File: src/rtl/watch_pkg.sv
// watch_pkg: constants shared across the watch front-panel logic.
// Holds the beep FSM state encoding and the default beep timing used by
// both beep_drv and the alarm logic.
package watch_pkg;

  // State encoding for the beep driver FSM
  localparam logic [1:0] BEEP_IDLE = 2'b00;
  localparam logic [1:0] BEEP_ON   = 2'b01;
  localparam logic [1:0] BEEP_OFF  = 2'b10;

  typedef enum logic [1:0] {
    ST_IDLE = BEEP_IDLE,
    ST_ON   = BEEP_ON,
    ST_OFF  = BEEP_OFF
  } beep_state_t;

  // Default beep timing (clk cycles / beeps per burst)
  localparam int BEEP_ON_CYC_DEF  = 100;
  localparam int BEEP_OFF_CYC_DEF = 100;
  localparam int BEEP_BURST_DEF   = 3;

  // Larger of two integers, used for sizing the shared cycle counter
  function automatic int max_int(input int a, input int b);
    return (a > b) ? a : b;
  endfunction

endpackage

File: src/rtl/beep_timer.sv
// beep_timer: loadable up-counter with a terminal-count flag.
// The terminal value is supplied by the caller so one counter can time
// phases of different lengths. Asynchronous active-low reset.
module beep_timer #(
  parameter int W = 8
) (
  input  logic         clk,
  input  logic         rstn,
  input  logic         load,
  input  logic         en,
  input  logic [W-1:0] load_val,
  input  logic [W-1:0] tc_val,
  output logic [W-1:0] cnt,
  output logic         tc
);

  // Counter register: load has priority over count enable
  always_ff @(posedge clk or negedge rstn) begin
    if (!rstn)
      cnt <= '0;
    else if (load)
      cnt <= load_val;
    else if (en)
      cnt <= cnt + W'(1);
  end

  assign tc = (cnt == tc_val);

endmodule

File: src/rtl/beep_drv.sv
// beep_drv: turns single-cycle tick pulses into timed bursts of beeps on
// an active-low buzzer output.
// Optional feature macro: BEEP_RETRIG_EN -- when defined, a tick during a
// burst restarts the burst; otherwise such ticks are dropped.
module beep_drv
  import watch_pkg::*;
#(
  parameter int ON_CYC  = BEEP_ON_CYC_DEF,
  parameter int OFF_CYC = BEEP_OFF_CYC_DEF,
  parameter int BURST   = BEEP_BURST_DEF
) (
  input  logic clk,
  input  logic rstn,
  input  logic tick,
  output logic bzn,
  output logic busy
);

  localparam int CW = $clog2(max_int(ON_CYC, OFF_CYC) + 1);
  localparam int BW = $clog2(BURST + 1);

  localparam logic [CW-1:0] ON_TC     = CW'(ON_CYC - 1);
  localparam logic [CW-1:0] OFF_TC    = CW'(OFF_CYC - 1);
  localparam logic [BW-1:0] LAST_BEEP = BW'(BURST - 1);

  // Zero-valued timing parameters would make the counters meaningless
  if (ON_CYC < 1 || OFF_CYC < 1 || BURST < 1) begin : g_bad_param
    $error("beep_drv: ON_CYC, OFF_CYC and BURST must all be >= 1");
  end

  beep_state_t   state_reg, state_next;
  logic [BW-1:0] bcnt_reg, bcnt_next;

  logic          tmr_load;
  logic          tmr_en;
  logic          tmr_tc;
  logic [CW-1:0] tmr_tc_val;
  logic [CW-1:0] cnt_val;

  // The terminal count follows the phase currently being timed
  assign tmr_tc_val = (state_reg == ST_ON) ? ON_TC : OFF_TC;

  beep_timer #(.W(CW)) cnt (
    .clk      (clk),
    .rstn     (rstn),
    .load     (tmr_load),
    .en       (tmr_en),
    .load_val ('0),
    .tc_val   (tmr_tc_val),
    .cnt      (cnt_val),
    .tc       (tmr_tc)
  );

  // State and beep-count registers
  always_ff @(posedge clk or negedge rstn) begin
    if (!rstn) begin
      state_reg <= ST_IDLE;
      bcnt_reg  <= '0;
    end else begin
      state_reg <= state_next;
      bcnt_reg  <= bcnt_next;
    end
  end

  // Next-state, beep count and cycle-timer control
  always_comb begin
    state_next = state_reg;
    bcnt_next  = bcnt_reg;
    tmr_load   = 1'b0;
    tmr_en     = 1'b0;
    case (state_reg)
      ST_IDLE: begin
        // Hold the timer at zero so every burst starts from a clean count
        tmr_load = 1'b1;
        if (tick) begin
          state_next = ST_ON;
          bcnt_next  = '0;
        end
      end
      ST_ON: begin
        if (tmr_tc) begin
          tmr_load   = 1'b1;
          bcnt_next  = bcnt_reg + BW'(1);
          // No trailing gap after the final beep
          state_next = (bcnt_reg == LAST_BEEP) ? ST_IDLE : ST_OFF;
        end else begin
          tmr_en = 1'b1;
        end
      end
      ST_OFF: begin
        if (tmr_tc) begin
          tmr_load   = 1'b1;
          state_next = ST_ON;
        end else begin
          tmr_en = 1'b1;
        end
      end
      default: begin
        tmr_load   = 1'b1;
        state_next = ST_IDLE;
      end
    endcase
`ifdef BEEP_RETRIG_EN
    // A tick mid-burst restarts the burst from the first beep
    if (tick && (state_reg != ST_IDLE)) begin
      state_next = ST_ON;
      bcnt_next  = '0;
      tmr_load   = 1'b1;
      tmr_en     = 1'b0;
    end
`endif
  end

  // Outputs decode the state register only, so tick never reaches the pin
  assign bzn  = (state_reg != ST_ON);
  assign busy = (state_reg != ST_IDLE);

endmodule
File: config.mk
export PLATFORM = sky130hd
export DESIGN_NAME = beep_drv
export DESIGN_NICKNAME = d
export VERILOG_FILES = /design/src/rtl/watch_pkg.sv /design/src/rtl/beep_timer.sv /design/src/rtl/beep_drv.sv
export SDC_FILE = /design/constraint.sdc
export NUM_CORES = 1
export LEC_CHECK = 0
export CORE_MARGIN = 2
export CORE_UTILIZATION = 35
export DETAILED_ROUTE_END_ITERATION = 8
export DONT_BUFFER_PORTS = 1
export PLACE_DENSITY = 0.54
export SETUP_SLACK_MARGIN = 0.5
export SLEW_MARGIN = 20
export SYNTH_ARGS = -nofsm -noshare
export SYNTH_HDL_FRONTEND = slang
export SYNTH_SLANG_ARGS = --single-unit
File: constraint.sdc
create_clock -name clk -period 1.31 [get_ports clk]
set_input_delay 0.262 -clock clk [delete_from_list [all_inputs] [get_ports clk]]
set_output_delay 0.262 -clock clk [all_outputs]
set_load 0.1 [all_outputs]
[Word-level counts from Yosys, hierarchy flattened]
Index checks and enable logic that the tools add are counted.
Operators by class
  equal/unequal tests: 8
  $add $sub $neg: 2
  reduce and logical (&&, ||, !) cells: 7
  multiplexer cells: 14
Operators by type and width (count)
  2-to-1 mux 7 bit: 2
  2-to-1 mux 2 bit: 6
  adder 7 x 1 -> 7 bit (second input constant): 1
  == test 7 bit (second input constant): 1
  != test 2 x 1 -> 1 bit (second input constant): 3
  case mux 2 bit (3 select lines): 1
  AND reduction 3 bit: 2
  nonzero test 2 bit: 3
  == test 2 bit (second input constant): 2
  2-to-1 mux 1 bit: 4
  case mux 2 bit (2 select lines): 1
  adder 2 x 1 -> 2 bit (second input constant): 1
  == test 2 x 1 -> 1 bit (second input constant): 1
  logical NOT 2 bit: 1
  != test 2 bit (second input constant): 1
  OR reduction 2 bit: 1
Storage, ports and cells
  bits of input ports: 3
  bits in registers: 11

[Longest topological paths before layout]
Gate-level depths: netlist of the first run.
  depth in word-level cells: 5
  depth in mapped cells: 6

[Cells and area by module]
A second synthesis of the first run with hierarchy kept.
Second synthesis, totals
  cells, all modules: 84
  area, all modules: 764.5 um^2
Modules (own cells, without submodules)
  beep_timer: cells an instance 47, times used 1, area each 424.2 um^2
  beep_drv: cells an instance 37, times used 1, area each 340.3 um^2

[Least setup slack after synthesis of the first run]
OpenSTA, ideal clock, no wires.
  path kind: reg-to-reg
  from: register state_reg[1]
  to: register bcnt_reg[0]
  setup slack: -0.556 ns
  arrival time: 1.797 ns
  stages on the path, launching flop included: 6
  required time: 1.241 ns
  setup time: 0.069 ns
  path through: dfrtp_1 inv_1 ha_1 inv_1 or4_1 nand3_1
On the way
  longest elaborated chain between the ends: 3
  elaborated cells between the ends (all ways): 7
  classes of those cells: eq/ne (3); mux (1); reduce/logical (3)
RTL lines
  start: declaration: line beep_drv.sv:31  | beep_state_t state_reg, state_next;
  start signal: assignment: line beep_drv.sv:60  | state_reg <= state_next;
  == test 2 x 1 -> 1 bit or logical NOT 2 bit (tied branches): line beep_drv.sv:71  | case (state_reg)
  != test 2 x 1 -> 1 bit (no line), or another cell as far along
  AND reduction 3 bit (no line)
  end signal: assignment: line beep_drv.sv:61  | bcnt_reg <= bcnt_next;
  end: declaration: line beep_drv.sv:32  | logic [BW-1:0] bcnt_reg, bcnt_next;
Parallel ways exist; a longest one is shown, timed or not.
A chain may end at the register's enable or synchronous reset.

[Final worst setup path of the first run]
  from: register state_reg[1]
  to: output port busy
On the way
  longest elaborated chain between the ends: 1
RTL lines
  nonzero test 2 bit: line beep_drv.sv:116  | assign busy = (state_reg != ST_IDLE);
  end: declaration: line beep_drv.sv:16  | output logic busy
No other way between the ends.

==> reports/qor.yml, run 1 <==
outcome:
  outcome: "complete, but fails checks"
  violations: "negative setup slack"
synth:
  synthCells: 61
  ys.flop_type: "dfrtp_1"
  synth_seq_area_share_pct: 45.0
  yosys_warnings: 0
  syn_area_per_cell_um2: 10.0
  ys_top_cells_by_area: "dfrtp_1 (45%), ha_1 (12%), nor2_1 (5.5%)"
  yosysTopAreaCellShare_pct: 45.0
  synthTopCellsByCount: "dfrtp_1 (11), nor2_1 (9), ha_1 (6), inv_1 (6), nand3_1 (6)"
  ys_async_sr_fraction_pct: 100
  ys_ff_latch: 11
  synth_edf_count: 0
  synth_nets: 70
  synth_top_cell_by_area: "dfrtp_1"
  synth_most_common_cell: "dfrtp_1"
  ys_types: 21
  synth_area_um2: 612
final_layout:
  drive_gt1_share_pct: 57.0
  synthToLayoutAreaGrowth_pct: 68.9
  largest_reg_flops: 7
  finish.utilization_pct: 61.2
  antenna_cells: 0
  nNetsFinal: 103
clock_tree:
  root_buffer: "clkbuf_4"
  cts_sinks: 11
  cts_buffers: 3
  clockBufferDepth: 2
  cts_tree: "yes"
  insertion_delay_ns: 0.27
  clk_pin_slew_worst_paths_ns: 0.08
  cts_htree_levels: 1
sta:
  setup_viol: 13
  finalCritPeriodShare_pct: 117
  worst_hold_slack_ns: 0.0249
  setup_slack_ns: -0.219
  clock_skew_ns: 0.00555
  period_minus_slack_ns: 1.53
  rsz0062_at_grt: "yes"
  tns_ns: -1.66
  maxSlewViolCount: 0
  worst_pin_slew_ns: 0.536
  relSlewSlack_pct: 64.3
  finalHoldViolCount: 0
  clock.fmax_mhz: 654
pwr:
  switching_share_pct: 43.0
  power_density_mw_per_mm2: 1960
  p_sw_uw: 870
  clockPowerShare_pct: 11.9
  comb_power_share_pct: 63.6
  p_leak_nw: 0.477
  pwr-share-seq_pct: 24.5
  internal_power_mw: 1.15
  ir_worst_vdd_v: 0.000972
routing:
  vias: 527
  first_pass_iters: 3
  route.detailed.wl_per_inst_um: 13.0
  antenna_left: 0
  drt_wl_total_um: 1430
  vias_per_cell: 4.79
  drtIter0Drc: 2
  drc_errors: 0
setup_path:
  start_kind: "flip-flop"
  timing.rr.end: "bcnt_reg[0]"
  reg2regPathDepth: 4
  cpPeakStageDelay_ns: 0.40
  critPathArrivalTime_ns: 1.27
  crit_type: "reg2out"
  cp_num_buf_inv: 4
  ff2ff_setup_slack_ns: -0.17
  worst-path-stages: 5
  cp_top_family: "buffers and inverters"
  r2r-start: "cnt.cnt[2]"
  cp_data_required_time_ns: 1.05
  cp_cell_sequence: "inv_2 > ha_4 > buf_6 > clkinvlp_4 > buf_12"
  critical_path.max_fanout: 3
  critPathSlowestCell: "dfrtp_1"
  end_kind: "output pin"
global_routing:
  grt.met2_usage_pct: 22.8
  grtUsageTotal_pct: 15.4
  grt_pass1_wl_um: 2310
  grt-ovfl-total: 0
  grt_use_met1_pct: 21.6
  busiest_layer: "met2"
  grt.met3_usage_pct: 5.16
  antenna_found_initial: 0
  grt_max_degree: 12
  grt_pass1_vias: 525
floorplan:
  die_w_um: 45.8
  io_pins: 5
  rows: 15
  core_area_mm2: 0.00169
  fp.dieArea_mm2: 0.00210
  initial_utilization_pct: 36.2
  die_y_um: 45.8
worst_hold_path:
  hp-class: "in2async"
flow_run:
  drv_cap: 0
placement:
  place_hpwl_um: 986
  place.gp.congestion: 0.704
  io_buffers: 0
## final cells by class
cell class	instances	area, µm²
Clock buffer	3	22.5
Clock inverter	1	5.00
Fill cell	125	656
Inverter	6	30.0
Multi-Input combinational cell	44	404
Sequential cell	11	275
Tap cell	17	21.3
Timing Repair Buffer	28	275
## how the worst max path moves through the flow
stage | from | slack (ns) | end
finish | state_reg[1] | -0.22 | busy
detailed placement | state_reg[1] | -0.15 | bcnt_reg[0]
CTS | state_reg[1] | -0.23 | busy
global placement | state_reg[1] | -0.12 | bcnt_reg[0]
global route | state_reg[1] | -0.29 | busy
floorplan | state_reg[1] | -0.53 | bcnt_reg[0]
## placed cells by master (no fill, tap or decap), drive strengths merged
cell          netlist  layout
inv                 6       4
nor4b               1       1
a2111o              1       1
ha                  6       6
dlymetal6s4s        0       1
nand3               7       7
clkinvlp            0       2
o21ai               2       2
xnor2               3       3
buf                 0      27
a21oi               2       2
o21bai              1       1
and3                2       2
clkbuf              0       3
or4                 1       1
clkinv              0       1
nor2                9       9
nand2               2       2
mux2i               2       2
dfrtp              11      11
o22ai               1       1
nor2b               1       1
or2                 1       1
xor2                2       2
## metal layers
layer | vias up | wire length [µm]
met2 | 2 | 666
met4 | 0 | 0
met5 | - | 0
li1 | 271 | -
met1 | 254 | 732
met3 | 0 | 34
## kinds of logic (layout without fill, tap and decap cells)
logic type      after synthesis  in the layout  synth area share, %
fa+ha+maj                     6              6                 12.3
compound gates                7              7                 7.36
simple gates                 24             24                 21.3
flops                        11             11                 45.0
xor+xnor                      5              5                 7.16
mux                           2              2                 3.27
buf+inv                       6             38                 3.68
## stage by stage
step | setup WS [ns] | instances | cell area (µm²) | power [mW]
after CTS | -0.227 | 109 | 991 | 2.01
after global placement | -0.121 | 97 | 818 | 1.47
after detailed placement | -0.148 | 97 | 818 | 1.48
after floorplan | -0.533 | 61 | 642 | 1.12
after global routing | -0.287 | 110 | 1030 | 2.16
final | -0.219 | 110 | 1030 | 2.03
## power by group through the flow
| stage | combinational [mW] | clock [mW] | sequential (mW) |
|---|---|---|---|
| final | 1.29 | 0.240 | 0.497 |
| after global placement | 0.981 | 0 | 0.488 |
| after floorplan | 0.629 | 0 | 0.490 |
| after detailed placement | 0.992 | 0 | 0.489 |
| after CTS | 1.27 | 0.248 | 0.495 |
| after global routing | 1.38 | 0.274 | 0.510 |
## repair_timing
| action | CTS | global route |
|---|---|---|
| pin swaps | 8 | 6 |
| hold buffers | 1 | 0 |
| endpoints found under the hold margin | 11 | 0 |
| gates resized for setup | 21 | 6 |
| cloned | 0 | 0 |
| endpoints found under the setup margin | 13 | 24 |
| buffers inserted | 7 | 1 |
No activity file was read; power rests on OpenSTA's default activity.
==> run 2: changes to the inputs <==
Settings changed: CORE_UTILIZATION 35 to 25, PLACE_DENSITY 0.54 to 0.43, REMOVE_ABC_BUFFERS set to 1.
==> run 2 against run 1 <==
- the flow still finishes with violations (negative setup slack)
- final cell count up 9.1%
- largest cell class unchanged
- wire length decreased by 4.9%
- critical endpoint unchanged
- total power down 1.6%
==> reports/qor.yml, run 2 (synthesis gave the netlist of run 1 again) <==
sta:
  tns_ns: -1.49
  finalHoldViolCount: 0
  setup_slack_ns: -0.185
  relSlewSlack_pct: 66.6
  clock_skew_ns: 0.00513
  clock.fmax_mhz: 669
  finalCritPeriodShare_pct: 114
  rsz0062_at_grt: "yes"
  worst_pin_slew_ns: 0.499
  maxSlewViolCount: 0
  setup_viol: 13
  period_minus_slack_ns: 1.49
floorplan:
  die_w_um: 53.5
  io_pins: 5
  rows: 17
  initial_utilization_pct: 27.1
  fp.dieArea_mm2: 0.00286
  die_y_um: 53.5
  core_area_mm2: 0.00225
placement:
  place_hpwl_um: 935
  pre_cts_ws_ns: -0.159
  io_buffers: 0
  dpl_cell_area_um2: 802
  place.gp.congestion: 0.817
routing:
  drtIter0Drc: 11
  first_pass_iters: 2
  antenna_left: 0
  vias: 533
  drt_wl_total_um: 1360
  routed.top_layer: "met4"
  route.detailed.wl_per_inst_um: 11.4
  drt-met1-wl_um: 618
  wl_met3_um: 24
  drc_errors: 0
  vias_per_cell: 4.44
  wl_met2_um: 669
clock_tree:
  clockBufferDepth: 2
  cts_sinks: 11
  cts_buffers: 3
  clk_pin_slew_worst_paths_ns: 0.09
  cts_tree: "yes"
  cts_htree_levels: 1
  root_buffer: "clkbuf_4"
  insertion_delay_ns: 0.28
final_layout:
  nNetsFinal: 102
  synthToLayoutAreaGrowth_pct: 63.0
  mostFrequentLayoutCells: "buf_4 (20), dfrtp_1 (11), nor2_1 (6)"
  largest_reg_flops: 7
  drive_gt1_share_pct: 52.2
  postLayoutCellArea_um2: 997
  final_common_cell: "buf_4"
  antenna_cells: 0
global_routing:
  grt_pass1_vias: 555
  grt_pass1_wl_um: 2370
  grtUsageTotal_pct: 12.1
  grt_max_degree: 12
  antenna_found_initial: 0
  grt-ovfl-total: 0
outcome:
  outcome: "complete, but fails checks"
  violations: "negative setup slack"
setup_path:
  cp_data_required_time_ns: 1.05
  crit_type: "reg2out"
  critical_path.max_fanout: 3
  end_kind: "output pin"
  start_kind: "flip-flop"
  critPathArrivalTime_ns: 1.23
pwr:
  totalPowerFinal_mw: 1.99
  power_density_mw_per_mm2: 2000
  p_leak_nw: 0.474
  ir_worst_vdd_v: 0.00106
flow_run:
  drv_cap: 0
worst_hold_path:
  hp-class: "in2reg"
## run 2: path summary, 6_finish.rpt
check / start / endpoint / slack (ns) / depth (start not counted)
worst max-delay path: state_reg[0] / busy / -0.18 / 5
worst min-delay path: tick / bcnt_reg[1] / 0.23 / 3
worst max register to register: cnt.cnt[2] / bcnt_reg[0] / -0.15 / 4
worst min register to register: cnt.cnt[0] / cnt.cnt[0] / 0.54 / 2
max in group asynchronous: rstn / cnt.cnt[3] / 0.60 / 1
min in group asynchronous: rstn / bcnt_reg[1] / 0.37 / 1
## run 2: per-stage QoR
step | utilization (%) | hold WS [ns] | cells
3_5_place_dp | 35.6 | -0.0333 | 108
3_3_place_gp | 35.6 | -0.0334 | 108
6_report | 44.2 | 0.227 | 120
2_1_floorplan | - | -0.0336 | 61
5_1_grt | 44.2 | 0.251 | 120
4_1_cts | 43.0 | 0.230 | 118
## run 2: power by group
part	total (mW)	internal, mW	switching (mW)
combinational	1.25	0.605	0.646
sequential	0.486	0.423	0.0628
clock	0.256	0.113	0.143
total	1.99	1.14	0.851
## run 2: repair_timing
action,in CTS,in global routing
setup buffers,5,2
gates cloned,0,0
gates resized for setup,26,3
endpoints found under the setup margin,13,13
hold buffers,1,0
endpoints found under the hold margin,11,0
pin swaps,9,6
## run 2: layout make-up
type / instances / area (µm²)
fillers: 234 / 1260
flip-flops and latches: 11 / 275
multi-input cells: 44 / 389
well taps: 28 / 35.0
repair buffers: 27 / 245
clock buffers: 3 / 22.5
clock inverters: 1 / 5.00
inverters: 6 / 25.0
## run 2: routing by layer
layer  up-vias  GRT usage [%]
li1        268              -
met1       253           15.1
met2         7           17.7
met3         5           1.41
met4         0           11.5
met5         -              0
## run 2: critical path, stage by stage (launching register included)
cell and delay (ns):
dfrtp_1 0.40, inv_2 0.07, ha_4 0.16, buf_6 0.11, inv_4 0.05, buf_12 0.16
==> run 3: changes to the inputs <==
Clock period 1.31 ns to 1.24 ns, I/O delays scaled along.
==> run 3 against run 2 <==
- the run still ends with negative setup slack left
- clock skew hardly changed
- critical path type unchanged
- first-iteration DRC count is 82% lower
- sequential power increased by 4.5%
- largest cell class unchanged
- largest power group unchanged
- worst setup slack worse by 0.036 ns
- hold slack lost 0.22 ns
- flip-flop and latch count is the same
- total power shrank 2.2%
- register-to-register slack lost 0.07 ns
- global-route usage fell by 0.50 points
==> reports/qor.yml, run 3 (synthesis gave the netlist of run 1 again) <==
outcome:
  outcome: "complete, but fails checks"
  violations: "negative setup slack"
sta:
  worst_pin_slew_ns: 0.499
  finalCritPeriodShare_pct: 118
  relSlewSlack_pct: 66.7
  finalHoldViolCount: 0
  setup_viol: 13
  clock.fmax_mhz: 684
  period_minus_slack_ns: 1.46
  setup_slack_ns: -0.221
  rsz0062_at_grt: "yes"
  maxSlewViolCount: 0
  clock_skew_ns: 0.00542
setup_path:
  critPathSlowestCell: "dfrtp_1"
  end_kind: "output pin"
  cp_num_buf_inv: 4
  start_kind: "flip-flop"
  critPathArrivalTime_ns: 1.21
  critical_path.max_fanout: 3
  timing.rr.end: "bcnt_reg[0]"
  r2r-start: "state_reg[1]"
  crit_type: "reg2out"
  cp_top_family: "flip-flops"
  cpPeakStageDelay_ns: 0.40
  ff2ff_setup_slack_ns: -0.22
  reg2regPathDepth: 5
  worst-path-stages: 5
  cp_data_required_time_ns: 0.99
  cp_cell_sequence: "inv_2 > ha_4 > buf_6 > inv_4 > buf_12"
clock_tree:
  cts_sinks: 11
  cts_htree_levels: 1
  root_buffer: "clkbuf_4"
  cts_tree: "yes"
  cts_buffers: 3
  clk_pin_slew_worst_paths_ns: 0.07
  clockBufferDepth: 2
  insertion_delay_ns: 0.26
final_layout:
  multiInputGateArea_um2: 358
  finish.utilization_pct: 42.4
  final_common_cell: "buf_4"
  postLayoutCellArea_um2: 956
  largest_reg_flops: 7
  antenna_cells: 0
  final-seq-area_um2: 275
  drive_gt1_share_pct: 48.4
  mostFrequentLayoutCells: "buf_4 (20), dfrtp_1 (11), nor2_1 (9)"
  fillers: 239
  nNetsFinal: 101
  synthToLayoutAreaGrowth_pct: 56.2
global_routing:
  grt_pass1_vias: 552
  grt_max_degree: 12
  antenna_found_initial: 0
  grt-ovfl-total: 0
  grt_pass1_wl_um: 2340
  grtUsageTotal_pct: 11.6
placement:
  place.gp.congestion: 0.779
  place_hpwl_um: 1030
  io_buffers: 0
  dpl_cell_area_um2: 817
pwr:
  power_density_mw_per_mm2: 2040
  ir_worst_vdd_v: 0.000833
  p_leak_nw: 0.479
  totalPowerFinal_mw: 1.95
floorplan:
  core_area_mm2: 0.00225
  initial_utilization_pct: 27.1
  fp.dieArea_mm2: 0.00286
  io_pins: 5
  die_y_um: 53.5
  die_w_um: 53.5
  rows: 17
flow_run:
  drv_cap: 0
routing:
  drtIter0Drc: 2
  drc_errors: 0
  first_pass_iters: 3
  vias: 509
  wl_met2_um: 657
  drt-met1-wl_um: 648
  vias_per_cell: 4.28
  drt_wl_total_um: 1350
  antenna_left: 0
  routed.top_layer: "met4"
  route.detailed.wl_per_inst_um: 11.3
  wl_met3_um: 25
worst_hold_path:
  hp-class: "in2async"
-- run 3: cell types whose count changed in the layout (fill, tap and decap cells not counted), sizes merged --
cell,change
buf,-1
clkbuf,+1
clkinv,-1
dlygate4sd3,-1
dlymetal6s4s,+1
-- run 3: routing by layer --
metal / GRT usage [%] / vias to the layer above
li1: - / 267
met1: 15.1 / 234
met2: 17.1 / 6
met3: 4.24 / 2
met4: 5.13 / 0
met5: 0 / -
-- run 3: power by group --
part	internal, mW	switching (mW)
logic	0.563	0.642
clock network	0.124	0.112
registers	0.447	0.0615
-- run 3: final cells by class --
cell class	count	share of cell area [%]
sequential	11	28.8
multi-input combinational	44	37.4
inverter	6	2.62
clock buffer	4	2.75
tap	28	3.66
timing repair buffer	26	24.7
-- run 3: worst reg2reg max path, cell delays in order (launching register included) --
cell	delay (ns)
dfrtp_1	0.40
inv_2	0.10
ha_2	0.21
inv_2	0.07
or4_4	0.54
nand3_2	0.08
-- run 3: how the worst max path moves through the flow --
stage                 startpoint           to  slack, ns
finish              state_reg[0]         busy      -0.22
global route          cnt.cnt[4]  bcnt_reg[0]      -0.32
CTS                 state_reg[0]         busy      -0.22
detailed placement  state_reg[1]  bcnt_reg[0]      -0.23
global placement    state_reg[1]  bcnt_reg[0]      -0.22
floorplan           state_reg[1]  bcnt_reg[0]      -0.63
-- run 3: through the flow --
| step | std cells | setup WS, ns | TNS (ns) | hold slack (ns) |
|---|---|---|---|---|
| 2_1_floorplan | 61 | -0.626 | -2.06 | -0.0476 |
| 3_3_place_gp | 110 | -0.219 | -1.59 | -0.0473 |
| 3_5_place_dp | 110 | -0.232 | -1.79 | -0.0473 |
| 4_1_cts | 118 | -0.218 | -1.70 | 0.245 |
| 5_1_grt | 119 | -0.317 | -2.89 | 0.0463 |
| 6_report | 119 | -0.221 | -1.51 | 0.00384 |
-- run 3: repair_timing --
action,4_1_cts,5_1_grt
pin swaps,6,4
setup buffers,3,1
hold endpoints to repair,11,0
gates resized for setup,16,7
hold buffers,1,0
setup endpoints to repair,13,24
